<file path="config.mk">
export PLATFORM = sky130hd
export DESIGN_NAME = alu_exec_flat
export DESIGN_NICKNAME = d
export VERILOG_FILES = /design/src/rtl/alu_exec_if.sv /design/src/rtl/alu_exec.sv /design/src/flat_wrapper.sv
export SDC_FILE = /design/constraint.sdc
export NUM_CORES = 1
export LEC_CHECK = 0
export CORE_AREA = 3 3 163 165
export DETAILED_ROUTE_END_ITERATION = 10
export DIE_AREA = 0 0 166 168
export PLACE_DENSITY = 0.63
export SLEW_MARGIN = 15
export SYNTH_ARGS = -nofsm -noshare
export SYNTH_HDL_FRONTEND = slang
export SYNTH_SLANG_ARGS = --single-unit
</file>
<file path="constraint.sdc">
create_clock -name clk_i -period 3.1 [get_ports clk_i]
set_clock_uncertainty 0.05 [all_clocks]
set_input_delay 0.775 -clock clk_i [delete_from_list [all_inputs] [get_ports clk_i]]
set_output_delay 0.775 -clock clk_i [all_outputs]
set_load 0.005 [all_outputs]
</file>
<file path="src/rtl/alu_exec_if.sv">
// Valid/ready bundle between operand select, the execute ALU and memory/writeback.
interface alu_exec_if #(
   parameter int XLEN = 32
);
   logic            valid_i;
   logic            ready_o;
   logic [4:0]      aluc_i;
   logic [XLEN-1:0] op_a_i;
   logic [XLEN-1:0] op_b_i;
   logic            valid_o;
   logic            ready_i;
   logic [XLEN-1:0] result_o;
   logic            branch_o;
   logic            illegal_o;

   modport master (
      output valid_i, aluc_i, op_a_i, op_b_i, ready_i,
      input  ready_o, valid_o, result_o, branch_o, illegal_o
   );

   modport slave (
      input  valid_i, aluc_i, op_a_i, op_b_i, ready_i,
      output ready_o, valid_o, result_o, branch_o, illegal_o
   );
endinterface

</file>
<file path="src/rtl/alu_exec.sv">
// Execute-stage ALU: one-cycle ops, iterative shifts, registered result.
// Define ALU_FAST_SHIFT_EN for a single-cycle barrel shifter instead.
module alu_exec #(
   parameter int XLEN       = 32,
   parameter int SHIFT_STEP = 1
) (
   input logic       clk_i,
   input logic       rst_ni,
   alu_exec_if.slave bus
);
   localparam int SW = $clog2(XLEN);

`ifdef ALU_FAST_SHIFT_EN
   typedef enum logic [1:0] {
      IDLE = 2'd0,
      DONE = 2'd2
   } state_t;
`else
   typedef enum logic [1:0] {
      IDLE  = 2'd0,
      SHIFT = 2'd1,
      DONE  = 2'd2
   } state_t;
`endif

   state_t state_q, state_d;

   logic [XLEN-1:0] a, b;
   logic [SW-1:0]   shamt;
   logic            accept;

   logic [XLEN-1:0] res_c;
   logic            br_c, ill_c;

   logic [XLEN-1:0] res_q;
   logic            br_q, ill_q;

   assign a      = bus.op_a_i;
   assign b      = bus.op_b_i;
   assign shamt  = b[SW-1:0];
   assign accept = bus.valid_i && (state_q == IDLE);

`ifndef ALU_FAST_SHIFT_EN
   logic shreq;
`endif

   always_comb begin
      res_c = '0;
      br_c  = 1'b0;
      ill_c = 1'b0;
`ifndef ALU_FAST_SHIFT_EN
      shreq = 1'b0;
`endif
      unique case (bus.aluc_i)
         5'b00000: res_c = a + b;
         5'b01000: res_c = a - b;
         5'b00010: res_c[0] = $signed(a) < $signed(b);
         5'b00011: res_c[0] = a < b;
         5'b00100: res_c = a ^ b;
         5'b00110: res_c = a | b;
         5'b00111: res_c = a & b;
`ifdef ALU_FAST_SHIFT_EN
         5'b00001: res_c = a << shamt;
         5'b00101: res_c = a >> shamt;
         5'b01101: res_c = XLEN'($signed(a) >>> shamt);
`else
         // shamt=0 finishes at once with A; otherwise the shifter takes over
         5'b00001, 5'b00101, 5'b01101: begin
            res_c = a;
            shreq = |shamt;
         end
`endif
         5'b10000: br_c = (a == b);
         5'b10001: br_c = (a != b);
         5'b10100: br_c = $signed(a) < $signed(b);
         5'b10101: br_c = $signed(a) >= $signed(b);
         5'b10110: br_c = a < b;
         5'b10111: br_c = a >= b;
         5'b11111: begin
            res_c = a;
            br_c  = 1'b1;
         end
         default: ill_c = 1'b1;
      endcase
   end

`ifndef ALU_FAST_SHIFT_EN
   logic [XLEN-1:0] sh_q, sh_nx;
   logic [SW-1:0]   cnt_q, cnt_nx, step;
   logic            left_q, fill_q, last;

   always_comb begin
      step   = (cnt_q < SW'(SHIFT_STEP)) ? cnt_q : SW'(SHIFT_STEP);
      cnt_nx = cnt_q - step;
      last   = (cnt_nx == '0);
      if (left_q) sh_nx = sh_q << step;
      else        sh_nx = XLEN'({{XLEN{fill_q}}, sh_q} >> step);
   end

   always_ff @(posedge clk_i or negedge rst_ni) begin
      if (!rst_ni) begin
         sh_q   <= '0;
         cnt_q  <= '0;
         left_q <= 1'b0;
         fill_q <= 1'b0;
      end else if (accept) begin
         sh_q   <= a;
         cnt_q  <= shamt;
         left_q <= (bus.aluc_i == 5'b00001);
         fill_q <= (bus.aluc_i == 5'b01101) && a[XLEN-1];
      end else if (state_q == SHIFT) begin
         sh_q  <= sh_nx;
         cnt_q <= cnt_nx;
      end
   end
`endif

   always_ff @(posedge clk_i or negedge rst_ni) begin
      if (!rst_ni) begin
         res_q <= '0;
         br_q  <= 1'b0;
         ill_q <= 1'b0;
      end else if (accept) begin
         res_q <= res_c;
         br_q  <= br_c;
         ill_q <= ill_c;
      end
`ifndef ALU_FAST_SHIFT_EN
      else if (state_q == SHIFT && last) begin
         res_q <= sh_nx;
      end
`endif
   end

   always_ff @(posedge clk_i or negedge rst_ni) begin
      if (!rst_ni) state_q <= IDLE;
      else         state_q <= state_d;
   end

   always_comb begin
      state_d     = state_q;
      bus.ready_o = 1'b0;
      bus.valid_o = 1'b0;
      unique case (state_q)
         IDLE: begin
            bus.ready_o = 1'b1;
            if (bus.valid_i) begin
`ifdef ALU_FAST_SHIFT_EN
               state_d = DONE;
`else
               state_d = shreq ? SHIFT : DONE;
`endif
            end
         end
`ifndef ALU_FAST_SHIFT_EN
         SHIFT: if (last) state_d = DONE;
`endif
         DONE: begin
            bus.valid_o = 1'b1;
            if (bus.ready_i) state_d = IDLE;
         end
         default: state_d = IDLE;
      endcase
   end

   assign bus.result_o  = res_q;
   assign bus.branch_o  = br_q;
   assign bus.illegal_o = ill_q;
endmodule

</file>
<file path="src/flat_wrapper.sv">
// flat-port wrapper written by rule: the top's interface ports become plain ports
module alu_exec_flat 
#(
   parameter int XLEN       = 32,
   parameter int SHIFT_STEP = 1
)
  (clk_i, rst_ni, bus_valid_i, bus_aluc_i, bus_op_a_i, bus_op_b_i, bus_ready_i, bus_ready_o, bus_valid_o, bus_result_o, bus_branch_o, bus_illegal_o);
  alu_exec_if #(.XLEN(XLEN)) bus_i ();
  input logic clk_i;
  input logic rst_ni;
  input wire logic [$bits(bus_i.valid_i)-1:0] bus_valid_i;
  input wire logic [$bits(bus_i.aluc_i)-1:0] bus_aluc_i;
  input wire logic [$bits(bus_i.op_a_i)-1:0] bus_op_a_i;
  input wire logic [$bits(bus_i.op_b_i)-1:0] bus_op_b_i;
  input wire logic [$bits(bus_i.ready_i)-1:0] bus_ready_i;
  output wire logic [$bits(bus_i.ready_o)-1:0] bus_ready_o;
  output wire logic [$bits(bus_i.valid_o)-1:0] bus_valid_o;
  output wire logic [$bits(bus_i.result_o)-1:0] bus_result_o;
  output wire logic [$bits(bus_i.branch_o)-1:0] bus_branch_o;
  output wire logic [$bits(bus_i.illegal_o)-1:0] bus_illegal_o;
  assign bus_i.valid_i = bus_valid_i;
  assign bus_i.aluc_i = bus_aluc_i;
  assign bus_i.op_a_i = bus_op_a_i;
  assign bus_i.op_b_i = bus_op_b_i;
  assign bus_i.ready_i = bus_ready_i;
  assign bus_ready_o = bus_i.ready_o;
  assign bus_valid_o = bus_i.valid_o;
  assign bus_result_o = bus_i.result_o;
  assign bus_branch_o = bus_i.branch_o;
  assign bus_illegal_o = bus_i.illegal_o;
  alu_exec #(.XLEN(XLEN), .SHIFT_STEP(SHIFT_STEP)) u_core (.clk_i(clk_i), .rst_ni(rst_ni), .bus(bus_i));
endmodule
</file>
Word-level counts from Yosys, hierarchy flattened
Index checks and enable logic that the tools add are counted.
{"block": "word_totals", "output_inout_bits": 36, "wordCells": 77, "reg_bits": 75, "in_bits": 73}
{"block": "op_classes", "n_lt_le_gt_ge": 5, "mux": 20, "n_eq_ne": 23, "reduce_logical": 13, "bitwise_logic": 3, "addsub": 3, "shifts": 2}
{"op": "one-hot mux 31 bit (6 select lines)", "count": 1}
{"op": "2-to-1 mux 32 bit", "count": 5}
{"op": ">= comparator 32 bit", "count": 2}
{"op": "< comparator 32 bit", "count": 2}
{"op": "right shift 64 x 5 -> 32 bit", "count": 1}
{"op": "== test 5 bit (second input constant)", "count": 7}
{"op": "adder 32 bit", "count": 1}
{"op": "bitwise AND 32 bit", "count": 1}
{"op": "== test 32 bit", "count": 1}
{"op": "inequality test 32 bit", "count": 1}
{"op": "bitwise OR 32 bit", "count": 1}
{"op": "<< shifter 32 x 5 -> 32 bit", "count": 1}
{"op": "subtractor 32 bit", "count": 1}
{"op": "bitwise XOR 32 bit", "count": 1}
{"op": "== test 5 x 3 -> 1 bit (second input constant)", "count": 4}
{"op": "OR reduction 17 bit", "count": 1}
{"op": "2-to-1 mux 5 bit", "count": 3}
{"op": "== test 5 x 2 -> 1 bit (second input constant)", "count": 2}
{"op": "== test 5 x 4 -> 1 bit (second input constant)", "count": 2}
{"op": "logical NOT 5 bit", "count": 2}
{"op": "2-to-1 mux 2 bit", "count": 4}
{"op": "one-hot mux 1 bit (8 select lines)", "count": 1}
{"op": "one-hot mux 1 bit (7 select lines)", "count": 1}
{"op": "one-hot mux 2 bit (3 select lines)", "count": 1}
{"op": "other kinds (15)", "count": 22}

Longest topological paths before layout
Gate-level depths: netlist of the first run.
{"block": "logic_depth", "depth_word": 7, "ltp_mapped": 13, "ltp_nobuf": 13}

Worst setup path before layout of the first run
No wires, ideal clock.
{"block": "synth_timing", "path_type": "input -> register", "start": "input port bus_op_b_i[0]", "end": "register u_core.res_q[30] (netlist: u_core.bus.result_o[30])", "path_slack_ns": -0.395, "t_arrival_ns": 3.323, "required_ns": 2.927, "path_stages": 11, "n_path_buf": 0, "setup_ns": 0.123, "path_cell_list": "ha_1 -> fa_1 -> a21oi_1 -> o2111ai_1 -> a41o_1 -> a2111oi_0 -> o21a_1 -> o2111a_1 -> or3_1 -> o22ai_1 -> o221a_2"}
{"block": "synth_between", "elab_chain_len": 3}
{"item": "from (decl)", "line_no": "flat_wrapper.sv:14", "rtl": "input wire logic [$bits(bus_i.op_b_i)-1:0] bus_op_b_i;"}
{"item": "subtractor 32 bit / adder 32 bit (equally long branches)", "line_no": "alu_exec.sv:56, alu_exec.sv:55"}
{"item": "one-hot mux 31 bit (6 select lines) *", "line_no": "alu_exec.sv:54", "rtl": "unique case (bus.aluc_i)"}
{"item": "2-to-1 mux 32 bit *", "line_no": "alu_exec.sv:123", "rtl": "end else if (accept) begin"}
{"item": "to (signal assigned)", "line_no": "alu_exec.sv:124", "rtl": "res_q <= res_c;"}
{"item": "to (signal assigned)", "line_no": "alu_exec.sv:130", "rtl": "res_q <= sh_nx;"}
{"item": "to (decl)", "line_no": "alu_exec.sv:35", "rtl": "logic [XLEN-1:0] res_q;"}
Mark *: on every way between the ends. The rest lies on a longest branch, timed or not.
A chain may end at the register's enable or synchronous reset.

Final worst setup path of the first run
{"block": "layout_timing", "start": "input port bus_op_a_i[0]", "end": "register u_core.br_q (netlist: u_core.bus.branch_o)"}
{"block": "layout_between", "elab_chain_len": 2}
{"item": "from (decl)", "line_no": "flat_wrapper.sv:13", "rtl": "input wire logic [$bits(bus_i.op_a_i)-1:0] bus_op_a_i;"}
{"item": ">= comparator 32 bit (tied with other cells)", "line_no": "alu_exec.sv:78", "rtl": "5'b10111: br_c = a >= b;"}
{"item": "one-hot mux 1 bit (7 select lines) *", "line_no": "alu_exec.sv:54"}
{"item": "to (signal assigned)", "line_no": "alu_exec.sv:125", "rtl": "br_q <= br_c;"}
{"item": "to (decl)", "line_no": "alu_exec.sv:36", "rtl": "logic br_q, ill_q;"}
Marks and branches as above.

==> results of run 1 <==
[how the worst max path moves through the flow]
stage	startpoint	to	slack [ps]	cells past startpoint
2_1_floorplan	bus_op_b_i[16]	u_core.bus.result_o[25]	-110	12
3_3_place_gp	bus_op_b_i[0]	u_core.bus.result_o[22]	-1040	12
3_5_place_dp	bus_op_b_i[2]	u_core.bus.result_o[24]	-1100	13
4_1_cts	bus_op_a_i[0]	u_core.bus.result_o[30]	-150	13
5_1_grt	bus_op_a_i[0]	u_core.bus.result_o[20]	-150	15
6_report	bus_op_a_i[0]	u_core.bus.branch_o	-50	16
[state kept, by name (all words and copies together), names as in the netlist]
register / cells
u_core.bus.branch_o: 1
u_core.bus.illegal_o: 1
u_core.bus.result_o: 32
u_core.cnt_q: 5
u_core.fill_q: 1
u_core.left_q: 1
u_core.sh_q: 32
u_core.state_q: 2
[kinds of logic (layout without fill, tap and decap cells)]
kind of cell	after synthesis	count (layout)
adders and majority gates	107	107
muxes	36	36
and+or+nand+nor	391	391
buffers and inverters	205	691
xor gates and xnor gates	9	9
DFF	75	75
AOI/OAI and AO/OA	506	506
[timing repair]
| item | CTS | global route |
|---|---|---|
| pin swaps | 108 | 69 |
| hold endpoints to repair | 0 | 0 |
| gates resized for setup | 365 | 106 |
| gates cloned | 0 | 0 |
| setup endpoints to repair | 29 | 28 |
| setup buffers | 48 | 14 |
[cell type report]
class	instances	share of cell area
flip-flops and latches	75	0.1154
multi-input cells	1049	0.5240
inverters	110	0.02807
clock inverters	4	0.002922
clock buffers	12	0.01638
well taps	330	0.02538
repair buffers	565	0.2878
[stage by stage]
stage               TNS [ps]  power [mW]
floorplan             -231.3       4.246
CTS                   -408.4       7.941
global placement      -24320       6.450
global route           -1585       8.720
detailed placement    -25190       6.518
finish                -250.2       8.231
[layer usage]
metal / vias up / track usage
li1: 5896 / -
met4: 0 / 0.08752
met3: 119 / 0.05424
met1: 6301 / 0.4396
met2: 752 / 0.5165
met5: - / 0
[synthesized netlist by cell type, types with 12 or more instances]
cell type / n
o211ai_1: 28
nand3_1: 28
a221oi_1: 19
a22oi_1: 37
nand4_1: 13
a31oi_1: 18
o21ai_0: 117
o31ai_1: 13
nor4_1: 12
mux2i_1: 35
a211oi_1: 19
o21bai_1: 17
inv_1: 108
dfrtp_1: 75
o221ai_1: 20
nor3_1: 32
nand2_1: 143
nor2_1: 93
a221o_1: 12
ha_1: 105
o21a_1: 15
clkbuf_1: 76
a21oi_1: 91
[power by group through the flow]
stage                     sequential, mW  combinational [mW]  clock [mW]
after floorplan                     1.78                2.47           0
after global placement              1.90                4.55           0
after detailed placement            1.90                4.61           0
after CTS                           1.89                4.90        1.14
after global routing                1.97                5.57        1.19
final                               1.93                5.16        1.15
[layout by cell type (no fill, tap or decap), types with 8 or more instances in the layout]
| cell | instances |
|---|---|
| o221ai_1 | 20 |
| mux2i_1 | 34 |
| a221oi_1 | 9 |
| buf_6 | 32 |
| ha_4 | 34 |
| dlygate4sd2_1 | 15 |
| nand2_1 | 139 |
| and3_1 | 9 |
| a21oi_1 | 74 |
| o21a_1 | 15 |
| buf_2 | 16 |
| a22oi_1 | 37 |
| o211ai_1 | 28 |
| clkbuf_16 | 9 |
| nor3_1 | 18 |
| ha_2 | 8 |
| a21o_1 | 11 |
| nand2b_1 | 8 |
| inv_2 | 46 |
| a221o_1 | 12 |
| nand3_1 | 22 |
| o21bai_1 | 14 |
| o21ai_0 | 99 |
| inv_1 | 54 |
| o21ai_1 | 11 |
| clkdlybuf4s50_1 | 52 |
| a31oi_1 | 18 |
| a211oi_1 | 12 |
| a221oi_2 | 11 |
| a222oi_1 | 9 |
| ha_1 | 63 |
| nor2_1 | 88 |
| nor3_2 | 10 |
| nand4_1 | 13 |
| a21oi_2 | 12 |
| buf_4 | 423 |
| dfrtp_1 | 74 |
| buf_12 | 12 |
[worst max-delay path, stage by stage]
cell and delay, ps:
buf_8 100, buf_6 120, inv_12 40, ha_4 130, inv_2 40, fa_2 360
nor2b_4 140, o21ai_2 140, and4_4 290, o2111a_2 270, nor4_4 60, buf_4 160
nor3_4 220, a211oi_2 70, o311ai_2 260, o211ai_1 120
==> key figures, run 1 <==
Status
  – Outcome: finished, violations left
  – Failing checks: setup timing

Logic synthesis
  – Largest cells by area after synthesis: dfrtp_1 19%, ha_1 13%, o21ai_0 6.0%
  – Synth Flop Type: dfrtp_1
  – Synth Area in XOR/XNOR: 0.008818
  – Post-synth EDFFs: 0
  – Fraction of registers with async set/reset: 1.000
  – Yosys top cell area share: 0.1917
  – Yosys top cell by area: dfrtp_1
  – Synth unique cells: 88
  – Main combinational cell family by area after synthesis: compound AO/OA/AOI/OAI gates
  – Mapped Area: 9791 um^2
  – Mux contribution to synthesized area: 0.03693
  – Syn. warnings: 0
  – Syn_area_per_cell: 7.367 um^2
  – Synthesized instance count: 1,329
  – Post-synthesis adder-cell area fraction: 0.1383
  – Post-synthesis simple-gate area fraction: 0.1873
  – Synth Register Bits: 75
  – Sequential area share after synthesis: 0.1917
  – Syn nets: 1,509
  – Synth Area in Compound Gates: 0.3562

Critical path
  – CP Launch Type: input pin
  – Crit. End Element: register
  – Worst-path fanout max: 4
  – Critical Path RT: 3260 ps
  – Setup CP Type: in2reg
  – Worst EP arrival: approximately 3300 ps
  – Worst r2r src: u_core.cnt_q[4]
  – Reg2reg path depth: 10
  – R2r endpoint: u_core.bus.result_o[13]
  – R2R setup slack: approximately 60 ps

Floorplan
  – Die Ht: 168 um
  – Core area: 25,180 um^2
  – Die Width: ~170 um
  – Placement row count: 58
  – Die area: 27,890 um^2
  – I/O Pins: around 110
  – Starting Density: 0.3888

Global route
  – Initial antenna violation count: 0
  – Number of global-route vias before repair: ~13,000
  – Largest net degree at the start of global routing: 76
  – First-pass GRT wire length: 71,570 um
  – Total track usage: 0.3185
  – Remaining Overflow, GRT: 0

Cells and area
  – Ant. Diodes: 0
  – Nets: 1,990
  – Fin area: 16,270 um^2
  – Multi-input combinational cell area: 8526 um^2
  – P&R area growth vs syn: 66.19%
  – Final cell count without fillers: about 2,100
  – Post-layout util: 0.6461
  – Sequential cell area: 1878 um^2
  – Share of cells above drive strength 1: 0.4176
  – Final-layout fill cell count: 2,156

Drt
  – Drt total wl: approximately 46,000 um
  – Met1 wire length: roughly 20,000 um
  – DRC: 0
  – TritonRoute pass-1 iters: 6
  – DR WL met3: 4288 um
  – Routed wl met2: 20,910 um
  – DR WL/cell: 21.61 um
  – Initial drt markers: 1,839
  – Max Used Layer: met4
  – DR vias/cell: slightly above 6
  – Antenna Nets Post-Route: 0
  – Total number of vias: 13,068

Clock tree
  – CTS tree: done
  – Clock Tree Root: clkbuf_16
  – Num Clock Sinks: 75
  – CTS max path bufs: 2
  – Num CTS Buffers: 9
  – H-tree levels: 3
  – Clk_lat worst skew: 340 ps
  – Clock slew at reported path FFs: 60 ps
  – Hold-fix buffers, CTS: 0

Timing
  – Period minus WS final: roughly 3200 ps
  – Hold Vio Cnt, Final: 0
  – Worst hold margin: just over 400 ps
  – Final setup fails: 12
  – Worst Tran Pin Value: 964.3 ps
  – Final slew viol count: 0
  – RSZ-0062 raised after global routing: true
  – Slew headroom: 0.3503
  – Maximum operating frequency: 317.3 MHz
  – Final worst path period share: 1.017
  – Final worst setup slack: -51.91 ps

Place
  – Gp weighted congestion: 0.9917
  – Placed instance area: 14,220 um^2
  – Port buffer count: between 100 and 150
  – Dpl hpwl: 34,680 um
  – Placed cell count: ~2,100
  – Pre-CTS setup slack: -1101 ps

Power
  – Logic pwr share: 0.627
  – Psw: 3.677 mW
  – Leakage: 7.212 nW
  – Clock power frac: 0.139
  – Sequential Power Share: 0.234
  – Switching Share: 0.4467
  – Worst VDD drop: 462.3 uV
  – Int Power: ~4.6 mW
  – Power density cells: 505.9 nW/um^2

Worst hold path
  – Worst Hold Class: in2async

Flow run
  – Max cap viols: 0
Power figures use the tool's default switching activity.
==> inputs of run 2 (changes only) <==
CTS_BUF_LIST = sky130_fd_sc_hd__clkbuf_8   (was default)
==> key figures, run 2 (synthesis results as in run 1) <==
Global route
  – Gr busiest metal: met2
  – First-pass GRT wire length: 70,510 um (-1.5%)
  – M1 GR Usage: 0.4366 (-0.003061)
  – Largest net degree at the start of global routing: 76 (unchanged)
  – M2 GR Usage: 0.5090 (-0.007488)
  – Number of global-route vias before repair: 12,306 (-1.8%)
  – Remaining Overflow, GRT: 0 (unchanged)
  – Initial antenna violation count: 0 (unchanged)
  – Total track usage: 0.3143 (-0.004146)
  – GR Util met3: 0.04907 (-0.005166)

Power
  – Power density cells: 494.6 nW/um^2 (-2.2%)
  – Logic pwr share: 0.648 (+0.021)
  – Int Power: 4.289 mW (-5.8%)
  – Leakage: 7.120 nW (-1.3%)
  – Psw: 3.643 mW (-0.94%)
  – Clock power frac: 0.109 (-0.030)
  – Sequential Power Share: 0.242 (+0.008)
  – Worst VDD drop: 479.6 uV (+3.7%)
  – Switching Share: 0.4592 (+0.01250)

Cells and area
  – P&R area growth vs syn: 63.81%
  – Nets: 1,982 (-0.40%)
  – Most frequent cells in the layout: 421 x buf_4, 140 x nand2_1, 99 x o21ai_0
  – Commonest non-fill, non-tap cell in the layout: buf_4
  – Final cell count without fillers: 2,137 (-0.37%)
  – Ant. Diodes: 0 (unchanged)
  – Share of cells above drive strength 1: 0.4045 (-0.01309)

Timing
  – Period minus WS final: 3231 ps (+79.55 ps)
  – Final worst path period share: 1.042 (+0.02566)
  – Hold Vio Cnt, Final: 0 (unchanged)
  – Final slew viol count: 0 (unchanged)
  – Worst Tran Pin Value: 1021 ps (+57.08 ps)
  – Final worst setup slack: -131.5 ps (-79.55 ps)
  – Slew headroom: 0.3119 (-0.03845)
  – Final setup fails: 8 (-4)
  – RSZ-0062 raised after global routing: true
  – Maximum operating frequency: 309.5 MHz (-2.5%)

Clock tree
  – Clock Tree Root: clkbuf_8
  – CTS tree: done
  – Num Clock Sinks: 75 (unchanged)
  – Clk_lat worst skew: 370 ps (+30 ps)
  – Clock slew at reported path FFs: 90 ps (+30 ps)
  – Num CTS Buffers: 9 (unchanged)
  – H-tree levels: 3 (unchanged)
  – CTS max path bufs: 2 (unchanged)

Floorplan
  – Starting Density: 0.3888 (unchanged)
  – Core area: 25,180 um^2 (unchanged)
  – Die area: 27,890 um^2 (unchanged)
  – Placement row count: 58 (unchanged)
  – Die Width: 166 um (unchanged)
  – I/O Pins: 109 (unchanged)
  – Die Ht: 168 um (unchanged)

Status
  – Outcome: finished, violations left
  – Failing checks: setup timing

Place
  – Gp weighted congestion: 0.9917 (unchanged)
  – Dpl hpwl: 34,680 um (unchanged)
  – Placed cell count: 2,070 (unchanged)
  – Port buffer count: 108 (unchanged)
  – Pre-CTS setup slack: -1101 ps (unchanged)

Drt
  – DR WL/cell: 21.64 um (+0.11%)
  – DR vias/cell: 6.022 (-1.2%)
  – DRC: 0 (unchanged)
  – Antenna Nets Post-Route: 0 (unchanged)
  – Drt total wl: 46,240 um (-0.26%)
  – Initial drt markers: 1,796 (-2.3%)
  – Total number of vias: 12,868 (-1.5%)
  – TritonRoute pass-1 iters: 6 (unchanged)

Critical path
  – Setup CP Type: in2reg
  – Worst-path fanout max: 3 (-1)
  – CP Launch Type: input pin
  – Critical Path RT: 3350 ps (+90 ps)
  – Crit. End Element: register
  – Worst EP arrival: 3480 ps (+170 ps)

Flow run
  – Max cap viols: 0 (unchanged)

Worst hold path
  – Worst Hold Class: in2async
[run 2: cell types whose count changed in the layout (fill, tap and decap cells not counted), sizes merged]
cell and change:
clkinvlp +1, clkdlybuf4s50 +5, clkinv -1, dlygate4sd2 -3
clkdlybuf4s15 +4, buf -16, dlymetal6s2s +1, clkbuf +1
[run 2: worst max-delay path, cell delays in order]
cell and delay, ps:
buf_6 100, buf_4 130, ha_4 160, buf_4 140
o21bai_4 130, o211ai_1 110, buf_4 170, a21oi_4 160
a221oi_2 80, buf_4 170, a2111oi_4 510, buf_4 210
o21ai_4 70, o31ai_1 260, a31oi_1 140, o211ai_2 150
[run 2: power by group through the flow]
stage | sequential [mW] | combinational [mW] | clock (mW)
2_1_floorplan | 1.78 | 2.47 | 0
3_3_place_gp | 1.90 | 4.55 | 0
3_5_place_dp | 1.90 | 4.61 | 0
4_1_cts | 1.89 | 4.89 | 0.861
5_1_grt | 1.96 | 5.55 | 0.905
6_report | 1.92 | 5.14 | 0.867
[run 2: worst paths after layout]
check	startpoint	endpoint	slack [ps]	depth (start not counted)
setup / recovery	bus_op_b_i[0]	u_core.bus.result_o[31]	-130	16
hold / removal	rst_ni	u_core.bus.result_o[5]	370	2
setup reg to reg	u_core.cnt_q[4]	u_core.bus.result_o[30]	50	12
hold reg to reg	u_core.bus.result_o[5]	u_core.bus.result_o[5]	440	1
max in group asynchronous	rst_ni	u_core.left_q	2270	2
min in group clk_i	u_core.bus.result_o[5]	u_core.bus.result_o[5]	440	1
[run 2: timing repair]
action / 4_1_cts / 5_1_grt
gates resized for setup: 309 / 110
endpoints found under the setup margin: 29 / 26
buffers inserted: 42 / 13
hold buffers: 0 / 0
pin swaps: 93 / 64
[run 2: final cells by class]
cell class              count  area, um^2
multi-input cells        1049        8487
inverters                 110       451.7
repair buffers            557        4596
flip-flops and latches     75        1878
fillers                  2186        9144
well taps                 330       412.9
clock buffers              12       165.2
clock inverters             4       47.55
[run 2: per-stage QoR]
stage                     hold WS (ps)  power, mW  TNS [ps]  utilization  cell area (um^2)
after global routing             396.0      8.421     -1312       0.6369             16040
after floorplan                  399.2      4.246    -231.3            -              9981
after CTS                        387.9      7.639    -463.7       0.6204             15620
after detailed placement         420.0      6.518    -25190       0.5647             14220
after global placement           405.3      6.450    -24320       0.5647             14220
final                            370.1      7.932    -388.7       0.6369             16040
[run 2: per-layer routing]
| metal | part of all wire | routed length [um] | vias to the layer above |
|---|---|---|---|
| li1 | - | - | 5882 |
| met3 | 0.090 | 4180 | 98 |
| met1 | 0.43 | 19690 | 6163 |
| met5 | 0 | 0 | - |
| met4 | 0.027 | 1254 | 0 |
| met2 | 0.46 | 21110 | 725 |
